`config.mk`:
```
export PLATFORM = sky130hd
export DESIGN_NAME = frame_swap_ctrl
export DESIGN_NICKNAME = d
export VERILOG_FILES = /design/src/rtl/gpu_pkg.sv /design/src/rtl/cycle_timer.sv /design/src/rtl/frame_swap_ctrl.sv
export SDC_FILE = /design/constraint.sdc
export NUM_CORES = 1
export LEC_CHECK = 0
export BUFFER_PORTS_ARGS = -buffer_cell sky130_fd_sc_hd__buf_2
export CORE_ASPECT_RATIO = 0.7
export CORE_UTILIZATION = 61
export DETAILED_ROUTE_END_ITERATION = 7
export PLACE_DENSITY = 0.83
export SLEW_MARGIN = 20
export SYNTH_ARGS = -nofsm -noshare
export SYNTH_HDL_FRONTEND = slang
export SYNTH_SLANG_ARGS = --single-unit
```
`constraint.sdc`:
```
create_clock -name clk -period 4.7 [get_ports clk]
set_clock_uncertainty 0.05 [all_clocks]
set_input_delay 0.235 -clock clk [delete_from_list [all_inputs] [get_ports clk]]
set_output_delay 0.235 -clock clk [all_outputs]
set_load 0.05 [all_outputs]
```
`src/rtl/gpu_pkg.sv`:
```
// Shared GPU definitions used by the frame double-buffer controller.
//   frame_swap_state_t : controller sequencing states
//   frame_idx_t        : index of one of the two SDRAM frames
//   FRAME_RESET_DRAW   : frame the rasterizer writes after reset
package gpu_pkg;

  typedef enum logic [2:0] {
    IDLE,
    CLEAR,
    RENDER,
    WAIT_VB,
    SWAP
  } frame_swap_state_t;

  typedef logic frame_idx_t;

  localparam frame_idx_t FRAME_RESET_DRAW = 1'b1;

endpackage

```
`src/rtl/cycle_timer.sv`:
```
// Up-counting watchdog timer.
//   clk, reset : clock and synchronous active-high reset
//   clear      : restart the count from zero (has priority over en)
//   en         : advance the count by one this cycle
//   limit      : count value at which the timer reports expiry
//   expired    : high while the count equals limit
// The count holds at limit so a lingering enable cannot wrap it
// back to a non-expired value.
module cycle_timer #(
  parameter int unsigned CNT_W = 20
) (
  input  logic             clk,
  input  logic             reset,
  input  logic             clear,
  input  logic             en,
  input  logic [CNT_W-1:0] limit,
  output logic             expired
);

  logic [CNT_W-1:0] cnt_q;
  logic [CNT_W-1:0] cnt_d;

  assign expired = (cnt_q == limit);

  always_comb begin
    cnt_d = cnt_q;
    if (clear) begin
      cnt_d = '0;
    end else if (en && !expired) begin
      cnt_d = cnt_q + CNT_W'(1);
    end
  end

  always_ff @(posedge clk) begin
    if (reset) begin
      cnt_q <= '0;
    end else begin
      cnt_q <= cnt_d;
    end
  end

endmodule

```
`src/rtl/frame_swap_ctrl.sv`:
```
// Double-buffer controller for the two SDRAM frames. Accepts host render
// requests, runs the optional back-frame clear and the rasterizer, then
// swaps the front/back frame indices during vertical blanking.
//
// Ports
//   clk, reset    : clock, synchronous active-high reset
//   shape_req     : host request level, held until shape_ack
//   shape_ack     : one-cycle pulse, request accepted
//   clear_start   : one-cycle pulse to the clear engine
//   clear_done    : one-cycle pulse, back frame cleared
//   render_start  : one-cycle pulse to the rasterizer
//   render_done   : one-cycle pulse, shape drawn
//   vblank        : display vertical blanking level
//   draw_frame    : back frame index (written by clear/raster engines)
//   disp_frame    : front frame index (read by display), ~draw_frame
//   swap_pulse    : one-cycle pulse while the swap is taking place
//   busy          : high in every state except IDLE
//   err           : sticky timeout flag, cleared only by reset
//   frame_cnt     : completed swap count, wraps at 256
//
// state   | meaning
// --------+-----------------------------------------------------------
// IDLE    | waiting for shape_req
// CLEAR   | clear engine running on the back frame, watchdog armed
// RENDER  | rasterizer running on the back frame, watchdog armed
// WAIT_VB | frame complete, waiting for vertical blanking
// SWAP    | one cycle; indices and frame_cnt update at its closing edge
module frame_swap_ctrl
  import gpu_pkg::*;
#(
  parameter bit          CLEAR_EN       = 1'b1,
  parameter int unsigned TIMEOUT_CYCLES = 1048576,
  parameter int unsigned CNT_W          = 20
) (
  input  logic       clk,
  input  logic       reset,
  input  logic       shape_req,
  output logic       shape_ack,
  output logic       clear_start,
  input  logic       clear_done,
  output logic       render_start,
  input  logic       render_done,
  input  logic       vblank,
  output logic       draw_frame,
  output logic       disp_frame,
  output logic       swap_pulse,
  output logic       busy,
  output logic       err,
  output logic [7:0] frame_cnt
);

  // The timer reads 0 on the first cycle of a watched state, so the
  // final allowed cycle is the one where it reads TIMEOUT_CYCLES-1.
  localparam logic [CNT_W-1:0] TMO_LIMIT = CNT_W'(TIMEOUT_CYCLES - 1);

  frame_swap_state_t state_q;
  frame_swap_state_t state_d;

  logic       shape_ack_q,    shape_ack_d;
  logic       clear_start_q,  clear_start_d;
  logic       render_start_q, render_start_d;
  logic       swap_pulse_q,   swap_pulse_d;
  logic       busy_q,         busy_d;
  logic       err_q,          err_d;
  frame_idx_t draw_frame_q,   draw_frame_d;
  frame_idx_t disp_frame_q,   disp_frame_d;
  logic [7:0] frame_cnt_q,    frame_cnt_d;

  logic tmr_clear;
  logic tmr_en;
  logic tmr_expired;

  assign tmr_en = (state_q == CLEAR) || (state_q == RENDER);

  cycle_timer #(
    .CNT_W (CNT_W)
  ) u_timeout (
    .clk     (clk),
    .reset   (reset),
    .clear   (tmr_clear),
    .en      (tmr_en),
    .limit   (TMO_LIMIT),
    .expired (tmr_expired)
  );

  always_comb begin
    state_d        = state_q;
    shape_ack_d    = 1'b0;
    clear_start_d  = 1'b0;
    render_start_d = 1'b0;
    swap_pulse_d   = 1'b0;
    err_d          = err_q;
    draw_frame_d   = draw_frame_q;
    disp_frame_d   = disp_frame_q;
    frame_cnt_d    = frame_cnt_q;
    tmr_clear      = 1'b0;

    case (state_q)
      IDLE: begin
        if (shape_req) begin
          shape_ack_d = 1'b1;
          tmr_clear   = 1'b1;
          if (CLEAR_EN) begin
            clear_start_d = 1'b1;
            state_d       = CLEAR;
          end else begin
            render_start_d = 1'b1;
            state_d        = RENDER;
          end
        end
      end

      // A done arriving on the expiry cycle still counts as success.
      CLEAR: begin
        if (clear_done) begin
          render_start_d = 1'b1;
          tmr_clear      = 1'b1;
          state_d        = RENDER;
        end else if (tmr_expired) begin
          err_d   = 1'b1;
          state_d = IDLE;
        end
      end

      RENDER: begin
        if (render_done) begin
          state_d = WAIT_VB;
        end else if (tmr_expired) begin
          err_d   = 1'b1;
          state_d = IDLE;
        end
      end

      // Level sensitive: vblank already high moves straight on.
      WAIT_VB: begin
        if (vblank) begin
          swap_pulse_d = 1'b1;
          state_d      = SWAP;
        end
      end

      // Indices flip at the edge that leaves SWAP, so draw and display
      // are never pointed at the same frame.
      SWAP: begin
        draw_frame_d = ~draw_frame_q;
        disp_frame_d = ~disp_frame_q;
        frame_cnt_d  = frame_cnt_q + 8'd1;
        state_d      = IDLE;
      end

      default: begin
        state_d = IDLE;
      end
    endcase

    busy_d = (state_d != IDLE);
  end

  always_ff @(posedge clk) begin
    if (reset) begin
      state_q        <= IDLE;
      shape_ack_q    <= 1'b0;
      clear_start_q  <= 1'b0;
      render_start_q <= 1'b0;
      swap_pulse_q   <= 1'b0;
      busy_q         <= 1'b0;
      err_q          <= 1'b0;
      draw_frame_q   <= FRAME_RESET_DRAW;
      disp_frame_q   <= ~FRAME_RESET_DRAW;
      frame_cnt_q    <= 8'd0;
    end else begin
      state_q        <= state_d;
      shape_ack_q    <= shape_ack_d;
      clear_start_q  <= clear_start_d;
      render_start_q <= render_start_d;
      swap_pulse_q   <= swap_pulse_d;
      busy_q         <= busy_d;
      err_q          <= err_d;
      draw_frame_q   <= draw_frame_d;
      disp_frame_q   <= disp_frame_d;
      frame_cnt_q    <= frame_cnt_d;
    end
  end

  assign shape_ack    = shape_ack_q;
  assign clear_start  = clear_start_q;
  assign render_start = render_start_q;
  assign swap_pulse   = swap_pulse_q;
  assign busy         = busy_q;
  assign err          = err_q;
  assign draw_frame   = draw_frame_q;
  assign disp_frame   = disp_frame_q;
  assign frame_cnt    = frame_cnt_q;

endmodule

```
== Yosys cells after proc, flatten, opt, wreduce, memory -nomap -nowiden ==
Index checks and enable logic that the tools add are counted.
Cells by class
  div/mod/pow operators: 0
  multiplexer cells: 14
  shifts and indexed selects: 0
  multiply operators: 0
  add/subtract/negate cells: 2
  magnitude comparators: 0
  bitwise operators: 5
  reduce and logical (&&, ||, !) cells: 11
  eq/ne operators: 7
Operator list (count)
  20-bit by 1-bit adder with 20-bit output (second input constant): 1
  20-bit == test (second input constant): 1
  3-bit 2-to-1 mux: 5
  3-bit case mux with 4 select lines: 1
  8-bit by 1-bit adder with 8-bit output (second input constant): 1
  2-bit OR reduction: 4
  3-bit by 2-bit == test with 1-bit output (second input constant): 2
  1-bit 2-to-1 mux: 6
  1-bit NOT: 5
  2-bit inequality test (second input constant): 2
  1-bit case mux with 2 select lines: 2
  3-bit by 1-bit == test with 1-bit output (second input constant): 1
  3-bit == test (second input constant): 1
  3-bit logical NOT: 1
  3-bit AND reduction: 1
  3-bit nonzero test: 1
  2-bit nonzero test: 1
  1-bit logical AND: 1
  1-bit logical NOT: 1
  1-bit logical OR: 1
Word-level totals
  memory bits (read-only): 0
  RAM bits: 0
  word-level logic and storage cells: 49
  memories kept: 0
  bits in latches: 0
  flip-flop bits (word level): 38
  bits of input ports: 6
  output and inout port bits: 16

== Depth between registers and ports, before layout ==
Gate-level depths: netlist (run 1).
  word-level depth: 5
  depth in mapped cells: 7
  gate-level depth less buffers: 6

== Modules after synthesis ==
Synthesis (run 1) repeated with hierarchy kept, for this count alone.
Unflattened totals
  cells, all modules: 231
  area, all modules: 1996.9 um2
By module, submodules not included
  cycle_timer: times used 1, seq. area each 400.4 um2, area each 1177.4 um2, cells each 141
  frame_swap_ctrl: times used 1, seq. area each 360.3 um2, area each 819.5 um2, cells each 90

== Least setup slack after synthesis (run 1) ==
Ideal clock, no wire load.
  path type: flip-flop to flip-flop
  start: register u_timeout.cnt_q[0]
  end: register u_timeout.cnt_q[12]
  setup time: 0.128 ns
  setup slack: 2.908 ns
  cell stages (with the launch flop): 6
  arrival time: 1.614 ns
  path buffers: 0
  data required time: 4.522 ns
  clock period less this slack: 1.792 ns
  cell sequence: dfxtp_1 -> ha_1 -> or4b_4 -> a2111oi_4 -> xnor2_1 -> nor2_1
Between the ends
  longest elaborated chain between the ends: 3
  elaborated cells between the ends (all ways): 4
  classes of those cells: 1 x add/sub; 1 x eq/ne; 2 x reduce/logical
Ends and longest elaborated chain
  start: declaration: RTL line cycle_timer.sv:20  | logic [CNT_W-1:0] cnt_q;
  start signal: assignment: RTL line cycle_timer.sv:38  | cnt_q <= cnt_d;
  branches (longest 3 deep; another with 20-bit by 1-bit adder with 20-bit output)
Several ways; the timed one is not identified.
A chain may end at the register's enable or synchronous reset.

== Final worst setup path (run 1) ==
  start: register state_q[1]
  end: register u_timeout.cnt_q[13]
Between the ends
  longest elaborated chain between the ends: 3
  elaborated cells between the ends (all ways): 7
  classes of those cells: 2 x eq/ne; 1 x mux; 4 x reduce/logical
Ends and longest elaborated chain
  start: declaration: RTL line frame_swap_ctrl.sv:56  | frame_swap_state_t state_q;
  start signal: assignment: RTL line frame_swap_ctrl.sv:172  | state_q <= state_d;
  3-bit by 1-bit == test with 1-bit output (tied with other cells): RTL line frame_swap_ctrl.sv:73, frame_swap_ctrl.sv:98
  1-bit case mux with 2 select lines or 1-bit logical OR (tied branches): RTL line frame_swap_ctrl.sv:98, frame_swap_ctrl.sv:73
  2-bit OR reduction (no line) or 1-bit logical AND (tied branches)
Parallel ways exist; a longest one is shown, timed or not.

==> Flow_metrics.wiki, run 1 <==
{| class="wikitable"
! Metric !! Value
|-
| Run status || finished, final reports clean
|-
| Gr ovfl total || 0
|-
| Routability congestion estimate from global placement || between 0.9 and 1
|-
| Core region area || 2840 µm²
|-
| Number of antenna violations at the first check in global routing || 0
|-
| First-pass GRT wire length || around 5.9 mm
|-
| Setup Buffers After CTS || 0
|-
| Number of H-tree levels || 2
|-
| Worst slew margin relative to its limit || 0.566
|-
| Fill cell instance count of the final layout || 233
|-
| Peak clock frequency supported by timing || 0.472 GHz
|-
| Signal arrival time at the worst endpoint || 2.23 ns
|-
| Complex-gate fraction of the synthesized area || 0.119
|-
| Hold-fix buffer count after cts || 0
|-
| Type of element capturing the critical path || register
|-
| Class of the tightest hold or removal check || in2reg
|-
| Initial DRT Pass Iterations || 4
|-
| Via count of the first global-routing pass || 1293
|-
| Count of yosys warnings during synthesis || 0
|-
| Clock transition time at the flip-flop clock pins of the worst setup and hold paths || 0.07 ns
|-
| # port buffers || 21
|-
| Fraction of synthesis flops using an asynchronous set or reset pin || 0
|-
| Total global-route track usage || 0.259
|-
| Largest family of logic cells by synthesized area || simple AND/OR/NAND/NOR gates
|-
| Capturing point of the worst reg2reg path || u_timeout.cnt_q[13]
|-
| Cell area after synthesis || 1850 µm²
|-
| Cell count after placement || 254
|-
| Pin count of the biggest net entering global routing || 22
|-
| Flip-flop and latch count after synthesis || 38
|-
| Top delay family on crit path || compound AO/OA/AOI/OAI gates
|-
| Dominant cells by area after synthesis || dfxtp_1 (41%), xnor2_1 (7.1%), nor2_1 (6.5%)
|-
| Share of cells above drive strength 1 || 0.186
|-
| Time the worst path needs with I/O delays and setup || 2.12 ns
|-
| Max-slew violation count || 0
|-
| Die Area || 3260 µm²
|-
| Maximum clock path buffer count || 2
|-
| Count of maximum capacitance violations || 0
|-
| Multi-input gate area || about 1000 µm²
|-
| Final antenna diode count || 0
|-
| Setup violations, final || 0
|-
| Worst Path Buf+Inv || 0
|-
| Post-synthesis share of cell area spent on full adders, half adders and majority gates || 0.0136
|-
| Detailed placer's ending HPWL || 2.64 mm
|-
| Synth top area share || 0.412
|-
| Reg area || 761 µm²
|-
| Starting utilization of the core area || 0.650
|-
| Hold Path Sink || render_start
|-
| Final Hold Violating Endpoints || 0
|-
| Leakage power figure || 0.773 nW
|-
| EDFF count, synth || 0
|-
| Placed cell areas || 1960 µm²
|-
| Share of the cycle needed by the critical path after routing || 0.451
|-
| CTS tree || yes
|-
| Worst reg-to-reg path cell count || 5
|-
| CP Launch Type || register
|-
| Gate count after technology mapping || around 210
|-
| WL/cell || around 14 µm
|-
| DR vias/cell || 5.86
|-
| Synthesis-to-finish area growth || 12.0%
|-
| Type of the worst setup path || reg2reg
|-
| Slowest Stage Delay on Critical Path || 0.56 ns
|-
| DRT Wirelength || 3.61 mm
|-
| Top library cells by usage in the layout, fill and taps aside || dfxtp_1 (38), nor2_1 (32), buf_2 (21)
|-
| Ordered cell list for the critical path || xnor2_1 > or2_2 > a211oi_2 > a31o_2 > a21oi_1
|-
| Number of nets in the final layout || 233
|-
| Setup slack of the most critical reg-to-reg path || 2.58 ns
|-
| Total vias in the final route || ~1500
|-
| Worst hold stages || 3
|-
| Drc violations || 0
|-
| VDD IR-drop max || 243 µV
|-
| Data required time at the worst endpoint || 4.81 ns
|-
| Average size of a mapped cell || ~9 µm²
|-
| Setup TNS || 0 ns
|-
| Critical Path Slowest Stage Cell || dfxtp_1
|-
| Portion of the post-synthesis area used by sequential elements || 0.412
|-
| Drt first-iter violations || 64
|-
| Post-route design area || 2070 µm²
|-
| Count of nets left with antenna violations after detail routing || 0
|-
| Y dimension of the die || 48.0 µm
|-
| Primary flip-flop cell chosen by synthesis mapping || dfxtp_1
|-
| Number of gates given a new drive strength after cts || 0
|-
| Simple logic cell fraction of the synthesized area || 0.291
|-
| Root cell of the clock tree || clkbuf_8
|-
| WHS || 0.176 ns
|-
| Count of different cell masters after synthesis || 37
|-
| Worst-skew pair later-pin latency || 0.30 ns
|-
| Cell Count, Final, Fillers Out || between 200 and 300
|-
| RSZ-0062 raised after global routing || no
|-
| Commonest non-fill, non-tap cell in the layout || dfxtp_1
|-
| Maximum fanout along the worst path || 11
|-
| Portion of netlist area occupied by mux cells || 0.0224
|-
| Clock Sink Count || 38
|-
| Floorplan die width || between 60 and 70 µm
|-
| Beginning of the worst register-to-register path || state_q[1]
|-
| Total I/O pin count || 22
|-
| Post-Synthesis Net Count || ~210
|-
| Site Rows || 16
|-
| Post-synthesis share of cell area spent on xor and xnor gates || 0.109
|-
| Least-Margin Pin Slew || 0.651 ns
|-
| Power per unit of standard cell area || 331 nW/µm²
|-
| Cell taking the most area after synthesis || dfxtp_1
|-
| Num CTS Buffers || 5
|-
| Worst hold path startpoint || clear_done
|}
cell usage after synthesis (3+ instances only):
library cell and count:
nand4_1 10, mux2i_1 3, and3_1 3, nand3_1 11, a211oi_1 7, clkbuf_1 8, nand2_1 11, inv_1 6
nor3_1 5, xor2_1 8, nor2b_1 3, nor3b_1 4, nor2_1 32, a31o_2 3, o21ai_0 4, and4_1 3
a21oi_1 10, xnor2_1 15, dfxtp_1 38
state kept, by name (all words and copies together) (netlist names):
| name | count |
|---|---|
| u_timeout.cnt_q | 20 |
| err | 1 |
| draw_frame | 1 |
| busy | 1 |
| render_start | 1 |
| state_q | 3 |
| frame_cnt | 8 |
| swap_pulse | 1 |
| disp_frame | 1 |
| clear_start | 1 |
through the flow:
stage,setup WS (ns),total power [mW],util
CTS,2.63,0.688,0.728
global route,2.47,0.709,0.728
floorplan,2.91,0.406,-
global placement,2.73,0.416,0.689
finish,2.58,0.684,0.728
detailed placement,2.63,0.420,0.689
logic make-up (layout without fill, tap and decap cells):
family | count (synthesis) | count (layout)
AND/OR/NAND/NOR | 94 | 94
AO/OA/AOI/OAI | 30 | 30
flip-flops | 38 | 38
adder cells (fa/ha/maj) | 2 | 2
XOR/XNOR | 23 | 23
buffers and inverters | 15 | 35
multiplexers | 4 | 4
tightest hold or removal path: stages:
cell	delay (ns)
buf_2	0.11
nand2_1	0.08
nor4_1	0.05
area by class of cell:
type,instances,area share
Clock buffer,5,0.0333
Clock inverter,3,0.0194
Inverter,6,0.0109
Multi-Input combinational cell,153,0.496
Sequential cell,38,0.368
Tap cell,36,0.0218
Timing Repair Buffer,21,0.0508
how the worst max path moves through the flow:
stage	start	to	slack [ns]	cells past startpoint
6_report	state_q[1]	u_timeout.cnt_q[13]	2.58	5
5_1_grt	state_q[1]	u_timeout.cnt_q[13]	2.47	5
4_1_cts	state_q[1]	u_timeout.cnt_q[13]	2.63	5
3_5_place_dp	state_q[1]	u_timeout.cnt_q[13]	2.63	5
3_3_place_gp	state_q[1]	u_timeout.cnt_q[12]	2.73	5
2_1_floorplan	u_timeout.cnt_q[0]	u_timeout.cnt_q[12]	2.91	5
routing by layer:
metal  vias to the layer above  track usage  share of wire
li1                        768            -              -
met1                       706        0.339           0.48
met2                        48        0.392           0.43
met3                        13       0.0643          0.064
met4                         0        0.153          0.029
met5                         -            0              0
power breakdown:
part	switching (mW)	internal [mW]
sequential	0.0107	0.329
combinational	0.0496	0.0237
clock	0.114	0.156
total	0.175	0.509
(Power assumes the default switching activity.)
==> inputs of run 2 (changes only) <==
--- a/config.mk
+++ b/config.mk
@@ -5,11 +5,12 @@
 export SDC_FILE = /design/constraint.sdc
 export NUM_CORES = 1
 export LEC_CHECK = 0
+export ABC_AREA = 1
 export BUFFER_PORTS_ARGS = -buffer_cell sky130_fd_sc_hd__buf_2
 export CORE_ASPECT_RATIO = 0.7
-export CORE_UTILIZATION = 61
+export CORE_UTILIZATION = 58
 export DETAILED_ROUTE_END_ITERATION = 7
-export PLACE_DENSITY = 0.83
+export PLACE_DENSITY = 0.79
 export SLEW_MARGIN = 20
 export SYNTH_ARGS = -nofsm -noshare
 export SYNTH_HDL_FRONTEND = slang
==> constraint.sdc (replaced) <==
create_clock -name clk -period 2.09 [get_ports clk]
set_clock_uncertainty 0.05 [all_clocks]
set_input_delay 0.1045 -clock clk [delete_from_list [all_inputs] [get_ports clk]]
set_output_delay 0.1045 -clock clk [all_outputs]
set_load 0.05 [all_outputs]
==> Flow_metrics.wiki, run 2 <==
{| class="wikitable"
! Metric !! Value
|-
| Initial DRT Pass Iterations || 5
|-
| Run status || finished, final reports clean
|-
| Hold-fix buffer count after cts || 0
|-
| DRT Wirelength || 4.53 mm
|-
| Worst hold path startpoint || vblank
|-
| Starting utilization of the core area || 0.623
|-
| Portion of the post-synthesis area used by sequential elements || 0.378
|-
| Floorplan die width || 72.4 µm
|-
| Least-Margin Pin Slew || between 0.4 and 0.5 ns
|-
| First-pass GRT wire length || about 7.7 mm
|-
| Ordered cell list for the critical path || ha_1 > nand3_2 > inv_2 > nand2_2 > nor2_2 > nor2_4 > nand2_1 > o21ai_0 > nor2_1
|-
| Capturing point of the worst reg2reg path || u_timeout.cnt_q[3]
|-
| Worst slew margin relative to its limit || 0.690
|-
| Fraction of synthesis flops using an asynchronous set or reset pin || 0
|-
| Y dimension of the die || about 50 µm
|-
| Class of the tightest hold or removal check || in2reg
|-
| Synth top area share || 0.378
|-
| Num CTS Buffers || 5
|-
| Commonest cells post-synth || nand2_1 (90), nor2_1 (40), dfxtp_1 (38)
|-
| Gr ovfl total || 0
|-
| Critical Path Slowest Stage Cell || nor2_4
|-
| Top library cells by usage in the layout, fill and taps aside || nand2_1 (90), nor2_1 (40), dfxtp_1 (38)
|-
| Type of the worst setup path || reg2reg
|-
| Total power of the final layout || 1.69 mW
|-
| Maximum fanout along the worst path || 21
|-
| Signal arrival time at the worst endpoint || 1.96 ns
|-
| Setup violations, final || 0
|-
| WL/cell || about 12 µm
|-
| Number of flip-flops under the largest register name || 20
|-
| Total global-route track usage || 0.272
|-
| Detailed placer's ending HPWL || 3.32 mm
|-
| Placed cell areas || 2170 µm²
|-
| Post-Synthesis Net Count || about 300
|-
| Beginning of the worst register-to-register path || u_timeout.cnt_q[0]
|-
| Setup TNS || 0 ns
|-
| Worst-skew pair later-pin latency || ~0.29 ns
|-
| Final Hold Violating Endpoints || 0
|-
| Largest register by flop count || u_timeout.cnt_q
|-
| Startpoint of the most critical setup path || u_timeout.cnt_q[0]
|-
| VDD IR-drop max || 561 µV
|-
| Via count of the first global-routing pass || 1682
|-
| Root cell of the clock tree || clkbuf_8
|-
| Number of nets in the final layout || 327
|-
| Site Rows || 17
|-
| Time the worst path needs with I/O delays and setup || around 1.8 ns
|-
| Post-route design area || 2340 µm²
|-
| Count of different cell masters after synthesis || 29
|-
| Most repeated cell in the gate-level netlist after synthesis || nand2_1
|-
| Type of element capturing the critical path || register
|-
| RSZ-0062 raised after global routing || no
|-
| Primary flip-flop cell chosen by synthesis mapping || dfxtp_1
|-
| Count of nets left with antenna violations after detail routing || 0
|-
| Share of cells above drive strength 1 || 0.188
|-
| Data required time at the worst endpoint || 2.23 ns
|-
| Setup slack of the most critical reg-to-reg path || between 0.2 and 0.3 ns
|-
| Total I/O pin count || 22
|-
| CTS tree || yes
|-
| Drc violations || 0
|-
| Core region area || 3230 µm²
|-
| Share of the cycle needed by the critical path after routing || 0.871
|-
| Power per unit of standard cell area || 722 nW/µm²
|-
| Hold Path Sink || swap_pulse
|-
| Worst hold stages || 3
|-
| Flip-flop and latch count after synthesis || 38
|-
| WHS || roughly 0.048 ns
|-
| Clock transition time at the flip-flop clock pins of the worst setup and hold paths || 0.07 ns
|-
| Number of antenna violations at the first check in global routing || 0
|-
| # port buffers || 21
|-
| Cell taking the most area after synthesis || dfxtp_1
|-
| Drt first-iter violations || 179
|-
| EDFF count, synth || 0
|-
| Met1 routed wirelength after detailed routing || 2.33 mm
|-
| Maximum clock path buffer count || 2
|-
| Highest layer used for signal routing || met4
|-
| Die Area || 3720 µm²
|-
| Count of yosys warnings during synthesis || 0
|-
| Leakage power figure || 0.896 nW
|-
| Pin count of the biggest net entering global routing || 22
|-
| Worst reg-to-reg path cell count || 9
|-
| Detail Route met2 WL || between 1.5 and 2 mm
|-
| Max-slew violation count || 0
|-
| Gate count after technology mapping || ~290
|-
| Synthesis-to-finish area growth || 16.0%
|-
| Commonest non-fill, non-tap cell in the layout || nand2_1
|-
| Utilization of the core after routing || 0.723
|-
| Count of maximum capacitance violations || 0
|-
| CP Launch Type || register
|-
| Met3 layer wire length in the routed design || 360 µm
|-
| Dominant cells by area after synthesis || dfxtp_1 (38%), nand2_1 (17%), nor2_1 (7.5%)
|-
| Final antenna diode count || 0
|-
| DR vias/cell || 5.22
|-
| Cell area after synthesis || 2010 µm²
|-
| Average size of a mapped cell || 6.92 µm²
|-
| Clock Sink Count || 38
|-
| Peak clock frequency supported by timing || 0.549 GHz
|-
| Slowest Stage Delay on Critical Path || 0.37 ns
|-
| Total vias in the final route || 1916
|-
| Routability congestion estimate from global placement || 0.862
|-
| Number of H-tree levels || 2
|}
## run 2: changes by cell type in the layout (fill, tap and decap cells not counted), moves of 7 or more
cell,change
a211oi_1,-7
a21oi_2,+11
inv_1,+19
nand2_1,+79
nor2_1,+8
o21ai_0,+8
xnor2_1,-10
## run 2: cell families (layout without fill, tap and decap cells)
| logic type | after synthesis | in the layout | share of synthesized area |
|---|---|---|---|
| AND/OR/NAND/NOR | 169 | 169 | 0.363 |
| AO/OA/AOI/OAI | 38 | 38 | 0.123 |
| flip-flops | 38 | 38 | 0.378 |
| buffers and inverters | 32 | 61 | 0.0714 |
| XOR/XNOR | 12 | 12 | 0.0522 |
| adder cells (fa/ha/maj) | 2 | 2 | 0.0124 |
## run 2: area by class of cell
type | count | area, µm²
clock buffer | 6 | 82.6
clock inverter | 2 | 60.1
fill | 269 | 896
inverter | 26 | 97.6
multi-input combinational | 221 | 1110
sequential | 38 | 761
tap | 47 | 58.8
timing repair buffer | 27 | 163
## run 2: worst max path at each step
stage	depth (start not counted)	slack (ns)	endpoint
5_1_grt	9	0.08	u_timeout.cnt_q[3]
3_3_place_gp	9	0.13	u_timeout.cnt_q[3]
6_report	9	0.27	u_timeout.cnt_q[3]
2_1_floorplan	8	0.44	frame_cnt[6]
3_5_place_dp	9	0.05	u_timeout.cnt_q[3]
4_1_cts	9	0.03	u_timeout.cnt_q[3]
## run 2: timing repair
item / 4_1_cts / 5_1_grt
endpoints found under the setup margin: 0 / 19
gates resized for setup: 0 / 1
buffers inserted: 0 / 1
## run 2: metal layers
metal / up-vias / GRT usage
met4: 0 / 0.0686
met5: - / 0
met2: 74 / 0.374
li1: 980 / -
met1: 854 / 0.419
met3: 8 / 0.0611
## run 2: stage by stage
stage | worst slack, ns | cells
after floorplan | 0.442 | 291
after global placement | 0.129 | 358
after detailed placement | 0.0453 | 358
after CTS | 0.0290 | 366
after global routing | 0.0812 | 367
final | 0.269 | 367
## run 2: report_power, final
group	switching (mW)	internal (mW)
registers	0.0102	0.736
clock network	0.258	0.509
logic	0.122	0.0513
## run 2: worst max-delay path, delay by kind of cell, from the launching register on
kind	cells	cell delay, ns
AOI/OAI and AO/OA	1	0.17
adders and majority gates	1	0.29
DFF	1	0.35
buffers and inverters	1	0.05
and+or+nand+nor	6	0.81
